**config.mk**
```make
export PLATFORM = sky130hd
export DESIGN_NAME = unary_add_1_4_7
export DESIGN_NICKNAME = d
export VERILOG_FILES = /design/src/rtl/unary_add_1_4_7_pkg.sv /design/src/rtl/unary_sat_counter.sv /design/src/rtl/unary_add_1_4_7.sv
export SDC_FILE = /design/constraint.sdc
export NUM_CORES = 1
export LEC_CHECK = 0
export ABC_AREA = 1
export CAP_MARGIN = 20
export CORE_MARGIN = 2
export CORE_UTILIZATION = 50
export DETAILED_ROUTE_END_ITERATION = 6
export PLACE_DENSITY = 0.69
export SETUP_SLACK_MARGIN = 0.3
export SLEW_MARGIN = 20
export SYNTH_ARGS = -nofsm -noshare
export SYNTH_HDL_FRONTEND = slang
export SYNTH_SLANG_ARGS = --single-unit
export TNS_END_PERCENT = 1
```
**constraint.sdc**
```tcl
create_clock -name clk -period 2.7 [get_ports clk]
set_input_delay 0.54 -clock clk [delete_from_list [all_inputs] [get_ports clk]]
set_output_delay 0.54 -clock clk [all_outputs]
set_load 0.03 [all_outputs]
```
**src/rtl/unary_add_1_4_7_pkg.sv**
```systemverilog
// Shared constants, mode encoding and saturating-add helper for the serial unary adder.
package unary_add_1_4_7_pkg;

  localparam int unsigned UNARY_N = 16;
  localparam int unsigned UNARY_W = $clog2(UNARY_N + 1);

  typedef enum logic {
    MODE_READ  = 1'b0,
    MODE_WRITE = 1'b1
  } mode_e;

  // min(x + y, cap); operands are far below 2^32 so the add cannot wrap.
  function automatic int unsigned sat_add(input int unsigned x, input int unsigned y,
                                          input int unsigned cap);
    int unsigned s;
    s = x + y;
    return (s > cap) ? cap : s;
  endfunction

endpackage

```
**src/rtl/unary_sat_counter.sv**
```systemverilog
// Up-counter that saturates at N, with synchronous clear taking priority over increment.
module unary_sat_counter
  import unary_add_1_4_7_pkg::*;
#(
  parameter int unsigned N = UNARY_N,
  parameter int unsigned W = UNARY_W
) (
  input  logic         clk,
  input  logic         rst_n,
  input  logic         en,
  input  logic         clr,
  input  logic         inc,
  output logic [W-1:0] cnt
);

  logic [W-1:0] r_cnt;

  // Count enabled 1-bits, holding at N; clr wins so write entry empties the counter.
  always_ff @(posedge clk or negedge rst_n) begin
    if (!rst_n) begin
      r_cnt <= '0;
    end else if (en) begin
      if (clr) begin
        r_cnt <= '0;
      end else begin
        r_cnt <= W'(sat_add(32'(r_cnt), {31'b0, inc}, N));
      end
    end
  end

  assign cnt = r_cnt;

endmodule

```
**src/rtl/unary_add_1_4_7.sv**
```systemverilog
// Serial unary adder: counts 1-bits on A and B in read mode, then replays the saturated
// sum as a thermometer stream on dout in write mode, flagging overflow on C.
module unary_add_1_4_7
  import unary_add_1_4_7_pkg::*;
#(
  parameter int unsigned N = UNARY_N,
  parameter int unsigned W = $clog2(N + 1)
) (
  input  logic clk,
  input  logic rst_n,
  input  logic A,
  input  logic B,
  input  logic en,
  input  logic read_or_write,
  output logic dout,
  output logic C
);

  mode_e        w_mode;
  mode_e        r_mode_q;
  logic         w_entry;
  logic         w_inc_a;
  logic         w_inc_b;
  logic [W-1:0] w_cnt_a;
  logic [W-1:0] w_cnt_b;
  logic [W:0]   w_sum;
  logic         w_sum_over;
  logic [W-1:0] w_sum_sat;
  logic [W-1:0] r_out_cnt;
  logic         r_dout;
  logic         r_c;

  assign w_mode  = mode_e'(read_or_write);
  // First write edge after a read phase: latch the sum and empty the operand counters.
  assign w_entry = (w_mode == MODE_WRITE) && (r_mode_q == MODE_READ);
  // Operand bits are only sampled while reading.
  assign w_inc_a = A & (w_mode == MODE_READ);
  assign w_inc_b = B & (w_mode == MODE_READ);

  unary_sat_counter #(
    .N (N),
    .W (W)
  ) u_cnt_a (
    .clk   (clk),
    .rst_n (rst_n),
    .en    (en),
    .clr   (w_entry),
    .inc   (w_inc_a),
    .cnt   (w_cnt_a)
  );

  unary_sat_counter #(
    .N (N),
    .W (W)
  ) u_cnt_b (
    .clk   (clk),
    .rst_n (rst_n),
    .en    (en),
    .clr   (w_entry),
    .inc   (w_inc_b),
    .cnt   (w_cnt_b)
  );

  // Full-precision sum so overflow is detected on the saturated operand values.
  assign w_sum      = {1'b0, w_cnt_a} + {1'b0, w_cnt_b};
  assign w_sum_over = w_sum > (W + 1)'(N);
  assign w_sum_sat  = W'(sat_add(32'(w_cnt_a), 32'(w_cnt_b), N));

  // Mode tracking, output down-counter and registered dout/C.
  always_ff @(posedge clk or negedge rst_n) begin
    if (!rst_n) begin
      r_mode_q  <= MODE_READ;
      r_out_cnt <= '0;
      r_dout    <= 1'b0;
      r_c       <= 1'b0;
    end else if (en) begin
      r_mode_q <= w_mode;
      if (w_mode == MODE_READ) begin
        // Any unfinished emission is abandoned on return to read.
        r_out_cnt <= '0;
        r_dout    <= 1'b0;
        if (r_mode_q == MODE_WRITE) begin
          r_c <= 1'b0;
        end
      end else if (r_mode_q == MODE_READ) begin
        r_out_cnt <= w_sum_sat;
        r_c       <= w_sum_over;
        r_dout    <= 1'b0;
      end else begin
        r_dout <= (r_out_cnt != '0);
        if (r_out_cnt != '0) begin
          r_out_cnt <= r_out_cnt - 1'b1;
        end
      end
    end
  end

  assign dout = r_dout;
  assign C    = r_c;

endmodule

```
==> flow_metrics.tcl <==
set metrics [dict create \
    fill_cells 253 \
    path_max_fanout 4 \
    h-tree-depth 1 \
    post-cts-setup-buffers 0 \
    antenna_cells 0 \
    io_buffers 7 \
    ys_seq_elements 18 \
    cts_made_buffers 3 \
    route.detailed.drc 0 \
    hold_start "r_out_cnt[1]" \
    p_int_mw 0.484 \
    cts_tree "yes" \
    synth_top_area_share_pct 33.0 \
    synth_enable_flop_cells 0 \
    tns_ns 0 \
    cts.sinks 18 \
    peakVddDrop_v 0.000328 \
    required_ns 2.96 \
    synthToLayoutAreaGrowth_pct 10.5 \
    tightest_slew_ns 0.837 \
    cp.arrival_ns 2.34 \
    switchingPower_mw 0.266 \
    wl_um 2810 \
    gp_congestion 0.879 \
    root_buffer "clkbuf_4" \
    hold_class "reg -> reg" \
    syn_inst 184 \
    synth_area_leaders "dfrtp_1 33%, nand2_1 13%, ha_1 12%" \
    synth-seq-area-share_pct 33.0 \
    leakagePower_nw 0.762 \
    die_w_um 56.3 \
    seqCellArea_um2 450 \
    crit_start "u_cnt_a.cnt[0]" \
    post-route-period-util_pct 77.0 \
    cp-end-kind "flop" \
    grt_usage_pct 20.2 \
    core_area_um2 2520 \
    grt_pass1_vias 1228 \
    power.total_mw 0.751 \
    final_nets 216 \
    clkLatencyLatePin_ns 0.31 \
    multi_input_area_um2 807 \
    dr_total_vias 1212 \
    final_antenna_net_count 0 \
    io_pins 8 \
    syn_area_per_cell_um2 7.42 \
    combPwrFrac_pct 32.8 \
    clkPwrFrac_pct 23.1 \
    powerDensity_nw_per_um2 497 \
    antenna_found_initial 0 \
    cts_hold_buf 0 \
    maxCapViolCount 0 \
    slew_headroom_pct 44.0 \
    crit_path_start_kind "flop" \
    holdWs_ns 0.509 \
    fin_skew_ns 0.0192 \
    synthFlopType "dfrtp_1" \
    max_freq_mhz 481 \
    crit_type "reg -> reg" \
    rows 18 \
    synthArstFlopShare_pct 100 \
    final-setup-viol-count 0 \
    syn_nets 204 \
    rsz0062_at_grt "no" \
    yosysMostFrequentCell "nand2_1" \
    start_util_pct 54.1 \
    grt_max_degree 19 \
    final_hold_viol_count 0 \
    swShare_pct 35.5 \
    dp_hpwl_um 2230 \
    seqPwrFrac_pct 44.1 \
    grt_pass1_wl_um 5160 \
    synth_cell_types 27 \
    setup_ws_ns 0.620 \
    cts_resized 0 \
    drt_first_pass_iters 4 \
    dieArea_um2 3160 \
    layout-drive-gt1-share_pct 8.72 \
    netlist_area_um2 1370 \
    r2r-start "u_cnt_a.cnt[0]" \
    overflow 0 \
    drt_iter0_markers 43 \
    chipHeight_um 56.3 \
    status "completed" \
    yosys.area.top_type "dfrtp_1" \
    yosysWarnings 0 \
    dp_slack_ns 0.324 \
    clockBufferDepth 2 \
    clk_pin_slew_worst_paths_ns 0.12 \
    drt-vias-per-instance 5.39 \
    drv_slew 0 \
    synthTopCellsByCount "46 x nand2_1, 22 x inv_1, 19 x nand3_1, 18 x dfrtp_1, 13 x ha_1" \
    finalCriticalPeriod_ns 2.08 \
    wl_per_cell_um 12.5 \
    fin_util_pct 59.8 \
]
[placed cells by master, fill, tap and decap left out]
| master | netlist | layout |
|---|---|---|
| o22ai_1 | 3 | 3 |
| nand2_1 | 46 | 46 |
| nand3b_1 | 1 | 1 |
| o21ai_0 | 6 | 6 |
| nor2_1 | 12 | 12 |
| dfrtp_1 | 18 | 18 |
| fa_1 | 1 | 1 |
| nor2_2 | 1 | 1 |
| ha_1 | 13 | 13 |
| nand2_2 | 2 | 2 |
| o31ai_1 | 1 | 1 |
| inv_1 | 22 | 22 |
| inv_2 | 3 | 3 |
| inv_4 | 1 | 1 |
| nor3b_2 | 1 | 1 |
| nor3_1 | 1 | 1 |
| xnor2_1 | 3 | 3 |
| or2_0 | 4 | 4 |
| or2_2 | 1 | 1 |
| nand4_1 | 1 | 1 |
| o21ai_1 | 9 | 9 |
| clkbuf_8 | 0 | 1 |
| clkdlybuf4s50_1 | 0 | 7 |
| clkbuf_4 | 0 | 3 |
| nor3_2 | 1 | 1 |
| nor2_4 | 2 | 2 |
| xor2_1 | 4 | 4 |
| nand3_1 | 19 | 19 |
| a21oi_1 | 7 | 7 |
| buf_4 | 1 | 1 |
[cell type report]
| class | count | area share, % |
|---|---|---|
| Multi-Input combinational cell | 139 | 53.5 |
| Sequential cell | 18 | 29.9 |
| Inverter | 26 | 6.63 |
| Tap cell | 30 | 2.49 |
| Timing Repair Buffer | 8 | 5.14 |
| Clock buffer | 4 | 2.40 |
[routing by layer]
metal	track usage [%]	up-vias	share of wire, %
met2	33.3	24	46
met1	27.5	565	49
li1	-	619	-
met5	0	-	0
met4	6.12	0	1.0
met3	2.76	4	3.6
[stage by stage]
stage          std cells  cell area, µm²
6_report             225            1510
5_1_grt              225            1510
4_1_cts              225            1510
3_5_place_dp         221            1470
3_3_place_gp         221            1470
2_1_floorplan        184            1370
[worst max-delay path, cell delays in order (launching register included)]
cell	delay, ns
dfrtp_1	0.41
ha_1	0.21
inv_1	0.09
fa_1	0.48
inv_1	0.05
or2_2	0.27
nor2_1	0.11
nand2_1	0.07
nand2_2	0.09
nand3_1	0.09
nand2_1	0.07
nand2_1	0.05
nand2_1	0.05
[cells by family after synthesis]
kind of cell | count (synthesis) | share of synthesized area, %
flip-flops | 18 | 33.0
AO/OA/AOI/OAI | 26 | 9.99
XOR/XNOR | 7 | 4.49
AND/OR/NAND/NOR | 92 | 31.3
adder cells (fa/ha/maj) | 14 | 13.4
buffers and inverters | 27 | 7.88
[final timing paths]
kind	end	slack [ns]	cells past startpoint
max reg2reg	r_out_cnt[2]	0.62	12
min in group asynchronous	C	0.70	1
min reg2reg	r_out_cnt[1]	0.51	2
max in group asynchronous	u_cnt_b.cnt[3]	1.46	1
min	r_out_cnt[1]	0.51	2
max	r_out_cnt[2]	0.62	12
[power by group through the flow]
stage	sequential [mW]	combinational (mW)	clock, mW
CTS	0.331	0.249	0.173
global route	0.337	0.292	0.186
floorplan	0.331	0.187	0
detailed placement	0.336	0.249	0
finish	0.331	0.246	0.173
global placement	0.335	0.241	0
[flip-flops by register name (all words and copies together), names as in the netlist]
name / count
C: 1
dout: 1
r_mode_q: 1
r_out_cnt: 5
u_cnt_a.cnt: 5
u_cnt_b.cnt: 5
Power figures use the tool's default switching activity.
